## src/rtl/mdu_seq_pkg.sv

```systemverilog
// Shared constants and types for the RV32M iterative multiply/divide sequencer.
package mdu_seq_pkg;

  // M-extension funct3 encodings
  localparam logic [2:0] MUL_FUNCT3    = 3'b000;
  localparam logic [2:0] MULH_FUNCT3   = 3'b001;
  localparam logic [2:0] MULHSU_FUNCT3 = 3'b010;
  localparam logic [2:0] MULHU_FUNCT3  = 3'b011;
  localparam logic [2:0] DIV_FUNCT3    = 3'b100;
  localparam logic [2:0] DIVU_FUNCT3   = 3'b101;
  localparam logic [2:0] REM_FUNCT3    = 3'b110;
  localparam logic [2:0] REMU_FUNCT3   = 3'b111;

  // funct7 that the decoder uses to route an OP instruction to this unit
  localparam logic [6:0] MUL_FUNCT7 = 7'b0000001;

  typedef enum logic [1:0] {
    MDU_IDLE = 2'd0,
    MDU_CALC = 2'd1,
    MDU_FIX  = 2'd2,
    MDU_DONE = 2'd3
  } mdu_state_e;

  typedef enum logic {
    STEP_MUL = 1'b0,
    STEP_DIV = 1'b1
  } step_mode_e;

  // rs1 is treated as signed by MUL, MULH, MULHSU, DIV and REM
  function automatic logic rs1_is_signed(input logic [2:0] f3);
    return (f3 == MUL_FUNCT3) || (f3 == MULH_FUNCT3) || (f3 == MULHSU_FUNCT3) ||
           (f3 == DIV_FUNCT3) || (f3 == REM_FUNCT3);
  endfunction

  // rs2 is treated as signed by MUL, MULH, DIV and REM
  function automatic logic rs2_is_signed(input logic [2:0] f3);
    return (f3 == MUL_FUNCT3) || (f3 == MULH_FUNCT3) ||
           (f3 == DIV_FUNCT3) || (f3 == REM_FUNCT3);
  endfunction

endpackage

```

## src/rtl/mdu_seq_iter_step.sv

```systemverilog
// One radix-2 iteration of unsigned shift-add multiply or restoring divide.
// Multiply: acc = {partial_hi, multiplier}; divide: acc = {remainder, dividend/quotient}.
module mdu_iter_step
  import mdu_seq_pkg::*;
#(
  parameter int XLEN = 32
) (
  input  step_mode_e          mode,
  input  logic [2*XLEN-1:0]   acc_i,
  input  logic [XLEN-1:0]     opnd_i,
  output logic [2*XLEN-1:0]   acc_o,
  output logic                q_bit_o
);

  logic [XLEN:0]   sum;
  logic [XLEN:0]   hi_s;
  logic [XLEN-1:0] trial;
  logic            ge;

  // Compute both step flavours and select by mode
  always_comb begin
    sum     = '0;
    hi_s    = '0;
    trial   = '0;
    ge      = 1'b0;
    acc_o   = acc_i;
    q_bit_o = 1'b0;
    if (mode == STEP_MUL) begin
      // add multiplicand on multiplier LSB, then shift the whole product right
      sum   = {1'b0, acc_i[2*XLEN-1:XLEN]} + (acc_i[0] ? {1'b0, opnd_i} : '0);
      acc_o = {sum, acc_i[XLEN-1:1]};
    end else begin
      // shift {rem, dividend} left, trial-subtract the divisor from the remainder
      hi_s    = acc_i[2*XLEN-1:XLEN-1];
      ge      = (hi_s >= {1'b0, opnd_i});
      trial   = hi_s[XLEN-1:0] - opnd_i;
      q_bit_o = ge;
      acc_o   = {(ge ? trial : hi_s[XLEN-1:0]), acc_i[XLEN-2:0], ge};
    end
  end

endmodule

```

## src/rtl/mdu_seq.sv

```systemverilog
// RV32M iterative multiply/divide sequencer with fast path and valid/ready result.
//
// state    | meaning
// ---------+-----------------------------------------------------------
// MDU_IDLE | ready for a new op; corner cases jump straight to DONE
// MDU_CALC | one shift-add / restoring-divide iteration per cycle
// MDU_FIX  | sign correction and result-half selection
// MDU_DONE | result held on out_valid until out_ready (or flush)
module mdu_seq
  import mdu_seq_pkg::*;
#(
  parameter int XLEN  = 32,
  parameter int CNT_W = 6
) (
  input  logic            clk,
  input  logic            rstn,
  input  logic            in_valid,
  output logic            in_ready,
  input  logic [2:0]      funct3,
  input  logic [XLEN-1:0] rs1,
  input  logic [XLEN-1:0] rs2,
  input  logic            flush,
  output logic            out_valid,
  input  logic            out_ready,
  output logic [XLEN-1:0] result,
  output logic            stall
);

  localparam logic [XLEN-1:0]  MIN_NEG  = {1'b1, {(XLEN-1){1'b0}}};
  localparam logic [CNT_W-1:0] CNT_LAST = CNT_W'(XLEN - 1);

  mdu_state_e        state_q, state_d;
  logic [CNT_W-1:0]  cnt_q, cnt_d;
  logic [2*XLEN-1:0] acc_q, acc_d;
  logic [XLEN-1:0]   opnd_q, opnd_d;
  logic [2:0]        funct3_q, funct3_d;
  logic              neg_res_q, neg_res_d;
  logic              neg_rem_q, neg_rem_d;
  logic [XLEN-1:0]   result_q, result_d;

  step_mode_e        step_mode;
  logic [2*XLEN-1:0] step_acc;
  logic              step_q_bit;

  logic              accept;
  logic              is_div;
  logic              sign_a, sign_b;
  logic [XLEN-1:0]   abs_a, abs_b;
  logic              div_zero, div_ovf, mul_zero;
  logic [XLEN-1:0]   fast_res;
  logic [2*XLEN-1:0] prod_fix;
  logic [XLEN-1:0]   quot_fix, rem_fix;

  assign step_mode = funct3_q[2] ? STEP_DIV : STEP_MUL;

  mdu_iter_step #(.XLEN(XLEN)) u_step (
    .mode    (step_mode),
    .acc_i   (acc_q),
    .opnd_i  (opnd_q),
    .acc_o   (step_acc),
    .q_bit_o (step_q_bit)
  );

  // Operand conditioning and corner-case detection for the op on the input port
  always_comb begin
    is_div   = funct3[2];
    sign_a   = rs1_is_signed(funct3) & rs1[XLEN-1];
    sign_b   = rs2_is_signed(funct3) & rs2[XLEN-1];
    abs_a    = sign_a ? -rs1 : rs1;
    abs_b    = sign_b ? -rs2 : rs2;
    div_zero = is_div & (rs2 == '0);
    div_ovf  = is_div & ~funct3[0] & (rs1 == MIN_NEG) & (rs2 == '1);
    mul_zero = ~is_div & ((rs1 == '0) | (rs2 == '0));
    fast_res = '0;
    if (div_zero)     fast_res = funct3[1] ? rs1 : '1;
    else if (div_ovf) fast_res = funct3[1] ? '0 : MIN_NEG;
  end

  // Sign correction of the finished magnitude results
  always_comb begin
    prod_fix = neg_res_q ? -acc_q : acc_q;
    quot_fix = neg_res_q ? -acc_q[XLEN-1:0] : acc_q[XLEN-1:0];
    rem_fix  = neg_rem_q ? -acc_q[2*XLEN-1:XLEN] : acc_q[2*XLEN-1:XLEN];
  end

  // Next-state, datapath update and handshake outputs
  always_comb begin
    state_d   = state_q;
    cnt_d     = cnt_q;
    acc_d     = acc_q;
    opnd_d    = opnd_q;
    funct3_d  = funct3_q;
    neg_res_d = neg_res_q;
    neg_rem_d = neg_rem_q;
    result_d  = result_q;
    accept    = 1'b0;

    in_ready  = (state_q == MDU_IDLE);
    out_valid = (state_q == MDU_DONE);
    result    = result_q;
    stall     = in_valid & ~flush & ~((state_q == MDU_DONE) & out_ready);

    case (state_q)
      MDU_IDLE: begin
        accept = in_valid & ~flush;
        if (accept) begin
          funct3_d  = funct3;
          neg_res_d = sign_a ^ sign_b;
          neg_rem_d = sign_a;
          cnt_d     = '0;
          acc_d     = is_div ? {{XLEN{1'b0}}, abs_a} : {{XLEN{1'b0}}, abs_b};
          opnd_d    = is_div ? abs_b : abs_a;
          if (div_zero | div_ovf | mul_zero) begin
            result_d = fast_res;
            state_d  = MDU_DONE;
          end else begin
            state_d  = MDU_CALC;
          end
        end
      end
      MDU_CALC: begin
        acc_d = step_acc;
        if (cnt_q == CNT_LAST) begin
          cnt_d   = '0;
          state_d = MDU_FIX;
        end else begin
          cnt_d = cnt_q + CNT_W'(1);
        end
      end
      MDU_FIX: begin
        if (funct3_q[2])              result_d = funct3_q[1] ? rem_fix : quot_fix;
        else if (funct3_q[1:0] == 2'b00) result_d = prod_fix[XLEN-1:0];
        else                          result_d = prod_fix[2*XLEN-1:XLEN];
        state_d = MDU_DONE;
      end
      MDU_DONE: begin
        if (out_ready) begin
          result_d = '0;
          state_d  = MDU_IDLE;
        end
      end
      default: state_d = MDU_IDLE;
    endcase

    // flush wins over everything, including a pending result handshake
    if (flush) begin
      state_d  = MDU_IDLE;
      cnt_d    = '0;
      result_d = '0;
    end
  end

  // State and datapath registers
  always_ff @(posedge clk or negedge rstn) begin
    if (!rstn) begin
      state_q   <= MDU_IDLE;
      cnt_q     <= '0;
      acc_q     <= '0;
      opnd_q    <= '0;
      funct3_q  <= '0;
      neg_res_q <= 1'b0;
      neg_rem_q <= 1'b0;
      result_q  <= '0;
    end else begin
      state_q   <= state_d;
      cnt_q     <= cnt_d;
      acc_q     <= acc_d;
      opnd_q    <= opnd_d;
      funct3_q  <= funct3_d;
      neg_res_q <= neg_res_d;
      neg_rem_q <= neg_rem_d;
      result_q  <= result_d;
    end
  end

  // the quotient bit is also folded into the accumulator; the port is kept for
  // other users of the step block
  logic unused_q_bit;
  assign unused_q_bit = step_q_bit;

endmodule
```

## config.mk

```make
export PLATFORM = sky130hd
export DESIGN_NAME = mdu_seq
export DESIGN_NICKNAME = d
export VERILOG_FILES = /design/src/rtl/mdu_seq_pkg.sv /design/src/rtl/mdu_seq_iter_step.sv /design/src/rtl/mdu_seq.sv
export SDC_FILE = /design/constraint.sdc
export NUM_CORES = 1
export LEC_CHECK = 0
export ABC_AREA = 1
export CAP_MARGIN = 10
export CORE_MARGIN = 2
export CORE_UTILIZATION = 40
export DETAILED_ROUTE_END_ITERATION = 7
export SETUP_SLACK_MARGIN = 0.3
export SLEW_MARGIN = 40
export SYNTH_ARGS = -nofsm -noshare
export SYNTH_HDL_FRONTEND = slang
export SYNTH_SLANG_ARGS = --single-unit
```

## constraint.sdc

```tcl
create_clock -name clk -period 2.8 [get_ports clk]
set_input_delay 0.7 -clock clk [delete_from_list [all_inputs] [get_ports clk]]
set_output_delay 0.7 -clock clk [all_outputs]
set_load 0.01 [all_outputs]
```

======== After elaboration in Yosys (flattened, before gate mapping) ========
Cells that the tools add are included.
cells by class
  order comparisons ....................... 1
  reduce and logical (&&, ||, !) cells .... 19
  muxes and demuxes ....................... 35
  equal/unequal tests ..................... 15
  bitwise operators ....................... 18
  $add $sub $neg .......................... 8
operator list
  kind                                                                   number
  32-bit two-way mux                                                     19
  64-bit two-way mux                                                     3
  32-bit negator                                                         4
  64-bit case mux with 2 select lines                                    1
  32-bit case mux with 3 select lines                                    1
  32-bit equality test, second input constant                            2
  32-bit zero test                                                       2
  64-bit negator                                                         1
  32-bit by 33-bit adder with 33-bit output                              1
  33-bit by 32-bit greater-or-equal comparator with 1-bit output         1
  32-bit subtractor                                                      1
  6-bit two-way mux                                                      3
  6-bit case mux with 2 select lines                                     1
  1-bit AND                                                              10
  2-bit two-way mux                                                      5
  2-bit case mux with 4 select lines                                     1
  6-bit by 1-bit adder with 6-bit output, second input constant          1
  3-bit equality test, second input constant                             2
  6-bit by 5-bit equality test with 1-bit output, second input constant  1
  1-bit logical OR                                                       6
  3-bit by 1-bit != test with 1-bit output, second input constant        2
  2-bit AND reduction                                                    3
  2-bit equality test, second input constant                             2
  2-bit zero test                                                        2
  16 further kinds                                                       21
storage, ports and cells
  output and inout port bits .............. 35
  input bits .............................. 72
  register bits ........................... 141
  word-level logic and storage cells ...... 104

======== Longest topological paths before layout ========
Gate-level depths: netlist of run 1.
  word-level depth ........................ 10
  depth in mapped cells ................... 20
  depth with buffers taken out ............ 18

======== By module ========
Synthesis of run 1 repeated with hierarchy kept, for this count alone.
unflattened totals
  cell total of the unflattened synthesis .. 3,473
  area, all modules ....................... 19,158.4 µm²
by module, submodules not included
  module         cells each  times used  sequential area each (µm²)  area each (µm²)
  mdu_seq        2,144       1           3,528.4                     12,776.0
  mdu_iter_step  1,329       1           0.0                         6,382.4

======== Least setup slack after synthesis of run 1 ========
OpenSTA, ideal clock, no wires.
  kind .................................... register to register
  start ................................... register acc_q[0]
  end ..................................... register acc_q[59]
  stages on the path, launching flop included .. 18
  setup time .............................. 0.116 ns
  setup slack ............................. 0.266 ns
  clock period less this slack ............ 2.534 ns
  data arrival time ....................... 2.418 ns
  path through ............................ dfrtp_1 -> buf_2 -> buf_1 -> nand2_1 -> inv_1 -> ha_1 -> inv_1 -> fa_1 -> o21ai_0 -> inv_1 -> o21ai_0 -> nand2_1 -> nand3_1 -> nand3_1 -> nand2_1 -> inv_1 -> nand2_1 -> nand2_1
on the way
  longest elaborated chain between the ends .. 4
RTL lines
  item                                       RTL line                 RTL
  start: declaration                         mdu_seq.sv:34            logic [2*XLEN-1:0] acc_q, acc_d;
  start signal: assignment                   mdu_seq.sv:158           acc_q <= '0;
  start signal: assignment                   mdu_seq.sv:167           acc_q <= acc_d;
  32-bit two-way mux                         mdu_seq_iter_step.sv:30  sum = {1'b0, acc_i[2*XLEN-1:XLEN]} + (acc_i[0] ? {1'b0, opnd_i} : '0);
  32-bit by 33-bit adder with 33-bit output  mdu_seq_iter_step.sv:30
  64-bit two-way mux                         mdu_seq_iter_step.sv:28  if (mode == STEP_MUL) begin
  64-bit case mux with 2 select lines        mdu_seq.sv:103           case (state_q)
No other way between the ends.
A chain may end at the register's enable or synchronous reset.

======== Final worst setup path of run 1 ========
  start ................................... register acc_q[0]
  end ..................................... register acc_q[61]
Same word-level chain as after synthesis.

==> flow_metrics.tcl, run 1 <==
set metrics [dict create \
    status "complete, no violations" \
    sw_frac_of_total_pct 58.8 \
    cts_root_buf "clkbuf_16" \
    finalHoldViolCount 0 \
    die_x_um 216 \
    syn_area_um2 18000 \
    postRouteAntennaNets 0 \
    worstSetupPathType "flop to flop" \
    placed_cells 4106 \
    clk_pin_slew_ns 0.08 \
    grt_pass1_vias 22300 \
    slew_viol_final 0 \
    timing.final.crit_share_pct 93.0 \
    cp-end-kind "flop" \
    p_per_area_nw_per_um2 1210 \
    synth_top_area_share_pct 22.7 \
    cts_sinks 141 \
    start_util_pct 40.7 \
    grt_use_met3_pct 9.01 \
    gr-usage-met1_pct 53.7 \
    pre_cts_ws_ns -0.217 \
    cp_max_fo 12 \
    grt_util_all_layers_pct 40.3 \
    top_usage_layer "met2" \
    grt_setup_unrepaired "true" \
    drtIter0Drc 2907 \
    worst_setup_path_start_kind "flop" \
    core_area_um2 44300 \
    vias 24200 \
    max-cap-violations 0 \
    grt_max_degree 64 \
    grt_overflow 0 \
    synthArstFlopShare_pct 100 \
    avgRoutedWirePerCell_um 23.3 \
    synth_seq_cells 141 \
    synthCells 3184 \
    maxSlewHeadroom_pct 48.0 \
    nets 3721 \
    drive_gt1_share_pct 21.7 \
    total_power_w 0.0296 \
    antenna_found_initial 1 \
    finalSetupViolations 0 \
    p_sw_w 0.0174 \
    antenna_cells 0 \
    portBuffers 106 \
    synth_area_leaders "nand2_1 (23%), dfrtp_1 (20%), nand3_1 (8.2%)" \
    irDropWorstVdd_mv 0.644 \
    holdCritPathClass "primary input to async pin" \
    power_frac_seq_pct 13.4 \
    synthToLayoutAreaGrowth_pct 35.1 \
    fp.dieH_um 216 \
    p_clk_share_pct 8.0 \
    synth_cell_types 56 \
    most-common-layout-cells "nand2_1 (1031), buf_4 (349), inv_1 (317)" \
    layout.cells.non_filler 4178 \
    grt_pass1_wl_um 141000 \
    drc 0 \
    wl_um 97400 \
    required_ns 3.17 \
    power.leakage_nw 11.9 \
    dieArea_um2 46800 \
    synth_fp_nets 3332 \
    drt_first_pass_iters 6 \
    cts_tree "built" \
    cts_buffers 17 \
    worst_pin_slew_ns 0.771 \
    synth_edf_count 0 \
    htree_levels 4 \
    clk_latency_ns 0.48 \
    globalplace.congestion 1.10 \
    clk_path_buf_depth 2 \
    synth_flop_cell "dfrtp_1" \
    skew_ns 0.0178 \
    fmax_mhz 384 \
    fin_crit_ns 2.60 \
    io_pins 107 \
    rows 77 \
    internal-power_w 0.0122 \
    power_frac_comb_pct 78.6 \
    dp_hpwl_um 78600 \
    crit_arrival_ns 2.97 \
    fill_cells 4629 \
    met2_usage_pct 61.0 \
    drt-vias-per-instance 5.79 \
    yosys.area.top_type "nand2_1" \
    final_common_cell "nand2_1" \
    yosysWarnings 0 \
    fin_ws_ns 0.197 \
    syn_area_per_cell_um2 5.66 \
    synth_seq_area_share_pct 19.6 \
]
metal layers:
| layer | part of all wire (%) | vias up |
|---|---|---|
| met5 | 0.012 | - |
| met4 | 5.9 | 2 |
| met3 | 10 | 252 |
| met2 | 42 | 1431 |
| met1 | 41 | 11300 |
| li1 | - | 11200 |
timing repair:
action | 4_1_cts | 5_1_grt
cloned | 0 | 3
pin swaps | 21 | 48
setup endpoints to repair | 54 | 76
buffers inserted | 13 | 24
endpoints found under the hold margin | 0 | 0
hold buffers | 0 | 0
resized for setup | 126 | 259
path summary, 6_finish.rpt:
path                               to  slack, ns  startpoint  cells past startpoint
min in group clk           result[25]       0.49  result[25]                      2
min                        result[25]       0.19        rstn                      1
max                         acc_q[61]       0.20    acc_q[0]                     13
max in group asynchronous  opnd_q[27]       1.87        rstn                      2
max reg2reg                 acc_q[61]       0.20    acc_q[0]                     13
min reg2reg                result[25]       0.49  result[25]                      2
cell usage after synthesis, types with 28 or more instances:
library cell / count
o21ai_0: 208
xor2_1: 62
inv_1: 339
buf_2: 30
dfrtp_1: 141
nand3_1: 295
ha_1: 74
o211ai_1: 29
a21oi_1: 183
nand4_1: 54
buf_1: 28
nand2_1: 1088
clkbuf_1: 39
nor2_1: 348
nor3_1: 31
logic make-up after synthesis:
logic type / share of synthesized area (%)
compound gates: 16.3
flops: 19.6
fa+ha+maj: 5.36
buf+inv: 10.1
simple gates: 44.7
xor+xnor: 3.98
critical path: stages (launching register included):
cell and delay, ns:
dfrtp_2 0.46, buf_12 0.16, buf_12 0.14, nand2_1 0.07, inv_1 0.07, ha_4 0.31, nand2_2 0.09, o21ai_0 0.33
a21oi_1 0.20, o21a_1 0.23, nand3_1 0.11, nand3_2 0.14, nand3_1 0.13, nand2_1 0.06
flip-flops by register name, summed over array words and instances, names as in the netlist:
register / cells
cnt_q: 6
result: 32
opnd_q: 32
acc_q: 64
state_q: 2
neg_rem_q: 1
funct3_q: 3
neg_res_q: 1
area by class of cell:
| class | instances | area (um^2) | area share [%] |
|---|---|---|---|
| sequential | 141 | 3550 | 14.6 |
| clock buffer | 17 | 425 | 1.75 |
| inverter | 353 | 1360 | 5.57 |
| multi-input combinational | 2584 | 14000 | 57.6 |
| tap | 592 | 741 | 3.04 |
| timing repair buffer | 476 | 4080 | 16.7 |
| clock inverter | 15 | 174 | 0.714 |
power groups by stage:
stage	clock [W]	sequential [W]	combinational (W)
2_1_floorplan	0	0.00345	0.0119
3_3_place_gp	0	0.00382	0.0198
3_5_place_dp	0	0.00382	0.0199
4_1_cts	0.00237	0.00381	0.0209
5_1_grt	0.00244	0.00397	0.0248
6_report	0.00236	0.00395	0.0232
metrics by stage:
stage          cell area (um^2)  hold slack, ns  setup TNS (ns)  util [%]
5_1_grt                   24400           0.236               0      54.9
6_report                  24400           0.192               0      54.9
4_1_cts                   23300           0.210               0      52.5
2_1_floorplan             18000           0.404               0         -
3_3_place_gp              22000           0.473           -1.58      49.6
3_5_place_dp              22000           0.469           -4.46      49.6
No activity file was read; power rests on OpenSTA's default activity.
==> run 2, diff against run 1 <==
CORE_MARGIN = default   (was 2)
==> run 2 against run 1 <==
Compared with the run above: global-route usage rose by 1.2 points; routed wire length rose by 0.58%; worst hold slack got worse by 0.034 ns; total power rose by 3.7%; largest power group unchanged.
==> flow_metrics.tcl, run 2 (synthesis results as in run 1) <==
set metrics [dict create \
    status "complete, no violations" \
    required_ns 3.22 \
    drt-vias-per-instance 5.77 \
    crit_arrival_ns 3.07 \
    antenna_cells 0 \
    cts_hold_buf 0 \
    total_power_w 0.0306 \
    avgRoutedWirePerCell_um 23.2 \
    cp_max_fo 4 \
    postPlaceCellArea_um2 22100 \
    top_register "acc_q" \
    synthToLayoutAreaGrowth_pct 38.8 \
    whs_ns 0.158 \
    drt_first_pass_iters 7 \
    maxSlewHeadroom_pct 39.8 \
    power.leakage_nw 12.3 \
    nets 3765 \
    rows 77 \
    clk_path_buf_depth 2 \
    fp.dieH_um 214 \
    vias 24300 \
    cts_root_buf "clkbuf_16" \
    grt_pass1_vias 22500 \
    htree_levels 4 \
    portBuffers 106 \
    most-common-layout-cells "nand2_1 (1016), buf_4 (379), inv_1 (306)" \
    fmax_mhz 378 \
    globalplace.congestion 1.05 \
    die_x_um 214 \
    worst-path-buf-inv 7 \
    start_util_pct 40.7 \
    crit_path_top_delay_cell "dfrtp_2" \
    tns_ns 0 \
    finalHoldViolCount 0 \
    cts_buffers 17 \
    p_per_area_nw_per_um2 1220 \
    cp_top_family "simple AND/OR/NAND/NOR gates" \
    clk_pin_slew_ns 0.08 \
    drtIter0Drc 2870 \
    finalSetupViolations 0 \
    postRouteAntennaNets 0 \
    grt_setup_unrepaired "true" \
    core_area_um2 44300 \
    dp_hpwl_um 79000 \
    irDropWorstVdd_mv 0.764 \
    skew_ns 0.0152 \
    cts_tree "built" \
    wl_um 97900 \
    path_common_cell "nand2_1" \
    grt_max_degree 93 \
    max-cap-violations 0 \
    grt_pass1_wl_um 142000 \
    antenna_found_initial 3 \
    largest_register_ffs 64 \
    cp_cell_sequence "buf_6, buf_6, nand2_4, inv_4, ha_4, inv_4, fa_2, o21ai_2, nand2_1, nand2_2, buf_4, nand2_1, nand2_2, nand2_2, nand3_2, nand2_1, inv_2, o21ai_2, inv_1, nand2_1, nand2_1" \
    holdCritPathClass "primary input to async pin" \
    r2r_setup_slack_ns 0.15 \
    cp-end-kind "flop" \
    final_area_um2 25000 \
    timing.final.crit_share_pct 94.6 \
    fin_crit_ns 2.65 \
    max_stage_delay_ns 0.44 \
    slew_viol_final 0 \
    grt_overflow 0 \
    cts_sinks 141 \
    final_common_cell "nand2_1" \
    worstSetupPathType "flop to flop" \
    dieArea_um2 45900 \
    io_pins 107 \
    drive_gt1_share_pct 23.8 \
    grt_util_all_layers_pct 41.4 \
    drc 0 \
    clk_latency_ns 0.49 \
    worst_pin_slew_ns 0.903 \
    worst_setup_path_start_kind "flop" \
]
-- run 2: cell types whose count changed in the layout (fill, tap and decap cells not counted), sizes merged --
cell           previous run  this run
nand2                  1104      1105
clkinv                    9         3
dlymetal6s2s              2         1
buf                     368       410
clkdlybuf4s50           101       102
nor2                    370       371
inv                     356       361
clkbuf                   20        21
-- run 2: worst paths after layout --
| check | cells past startpoint | end | start |
|---|---|---|---|
| hold reg to reg | 2 | result[21] | result[21] |
| max in group asynchronous | 2 | acc_q[25] | rstn |
| setup / recovery | 21 | acc_q[63] | acc_q[0] |
| setup reg to reg | 21 | acc_q[63] | acc_q[0] |
| min in group clk | 2 | result[21] | result[21] |
| hold / removal | 1 | acc_q[4] | rstn |
-- run 2: metal layers --
metal  track usage, %  wire length [um]
met5                0                16
met3             8.64             10100
met1             55.8             40300
met4             23.3              6390
met2             61.4             41100
-- run 2: repair_timing --
item,in CTS,in global routing
buffers inserted,22,34
setup endpoints to repair,52,87
hold endpoints to repair,0,0
cloned,2,4
gates resized for setup,162,304
pin swaps,40,77
-- run 2: area by class of cell --
type / instances / area [um^2]
clock buffers: 18 / 439
clock inverters: 14 / 139
fillers: 4488 / 19300
inverters: 353 / 1360
multi-input cells: 2586 / 14300
flip-flops and latches: 141 / 3540
well taps: 592 / 741
repair buffers: 518 / 4470
-- run 2: worst reg2reg max path, delay by kind of cell (launching register included) --
kind	cells	cell delay [ns]
AO/OA/AOI/OAI	2	0.24
adder cells (fa/ha/maj)	2	0.57
buffers and inverters	7	0.58
flip-flops	1	0.44
AND/OR/NAND/NOR	10	0.76
-- run 2: stage by stage --
step / worst slack [ns] / instances / utilization [%]
CTS: 0.218 / 4184 / 53.2
global route: 0.0434 / 4222 / 56.4
finish: 0.151 / 4222 / 56.4
floorplan: 0.374 / 3184 / -
detailed placement: -0.133 / 4128 / 50.0
global placement: -0.116 / 4128 / 50.0
-- run 2: power breakdown --
part	leakage [nW]	internal, W	total (W)	switching (W)
clock	0.277	0.00120	0.00233	0.00113
sequential	1.78	0.00278	0.00387	0.00110
combinational	10.2	0.00880	0.0244	0.0156
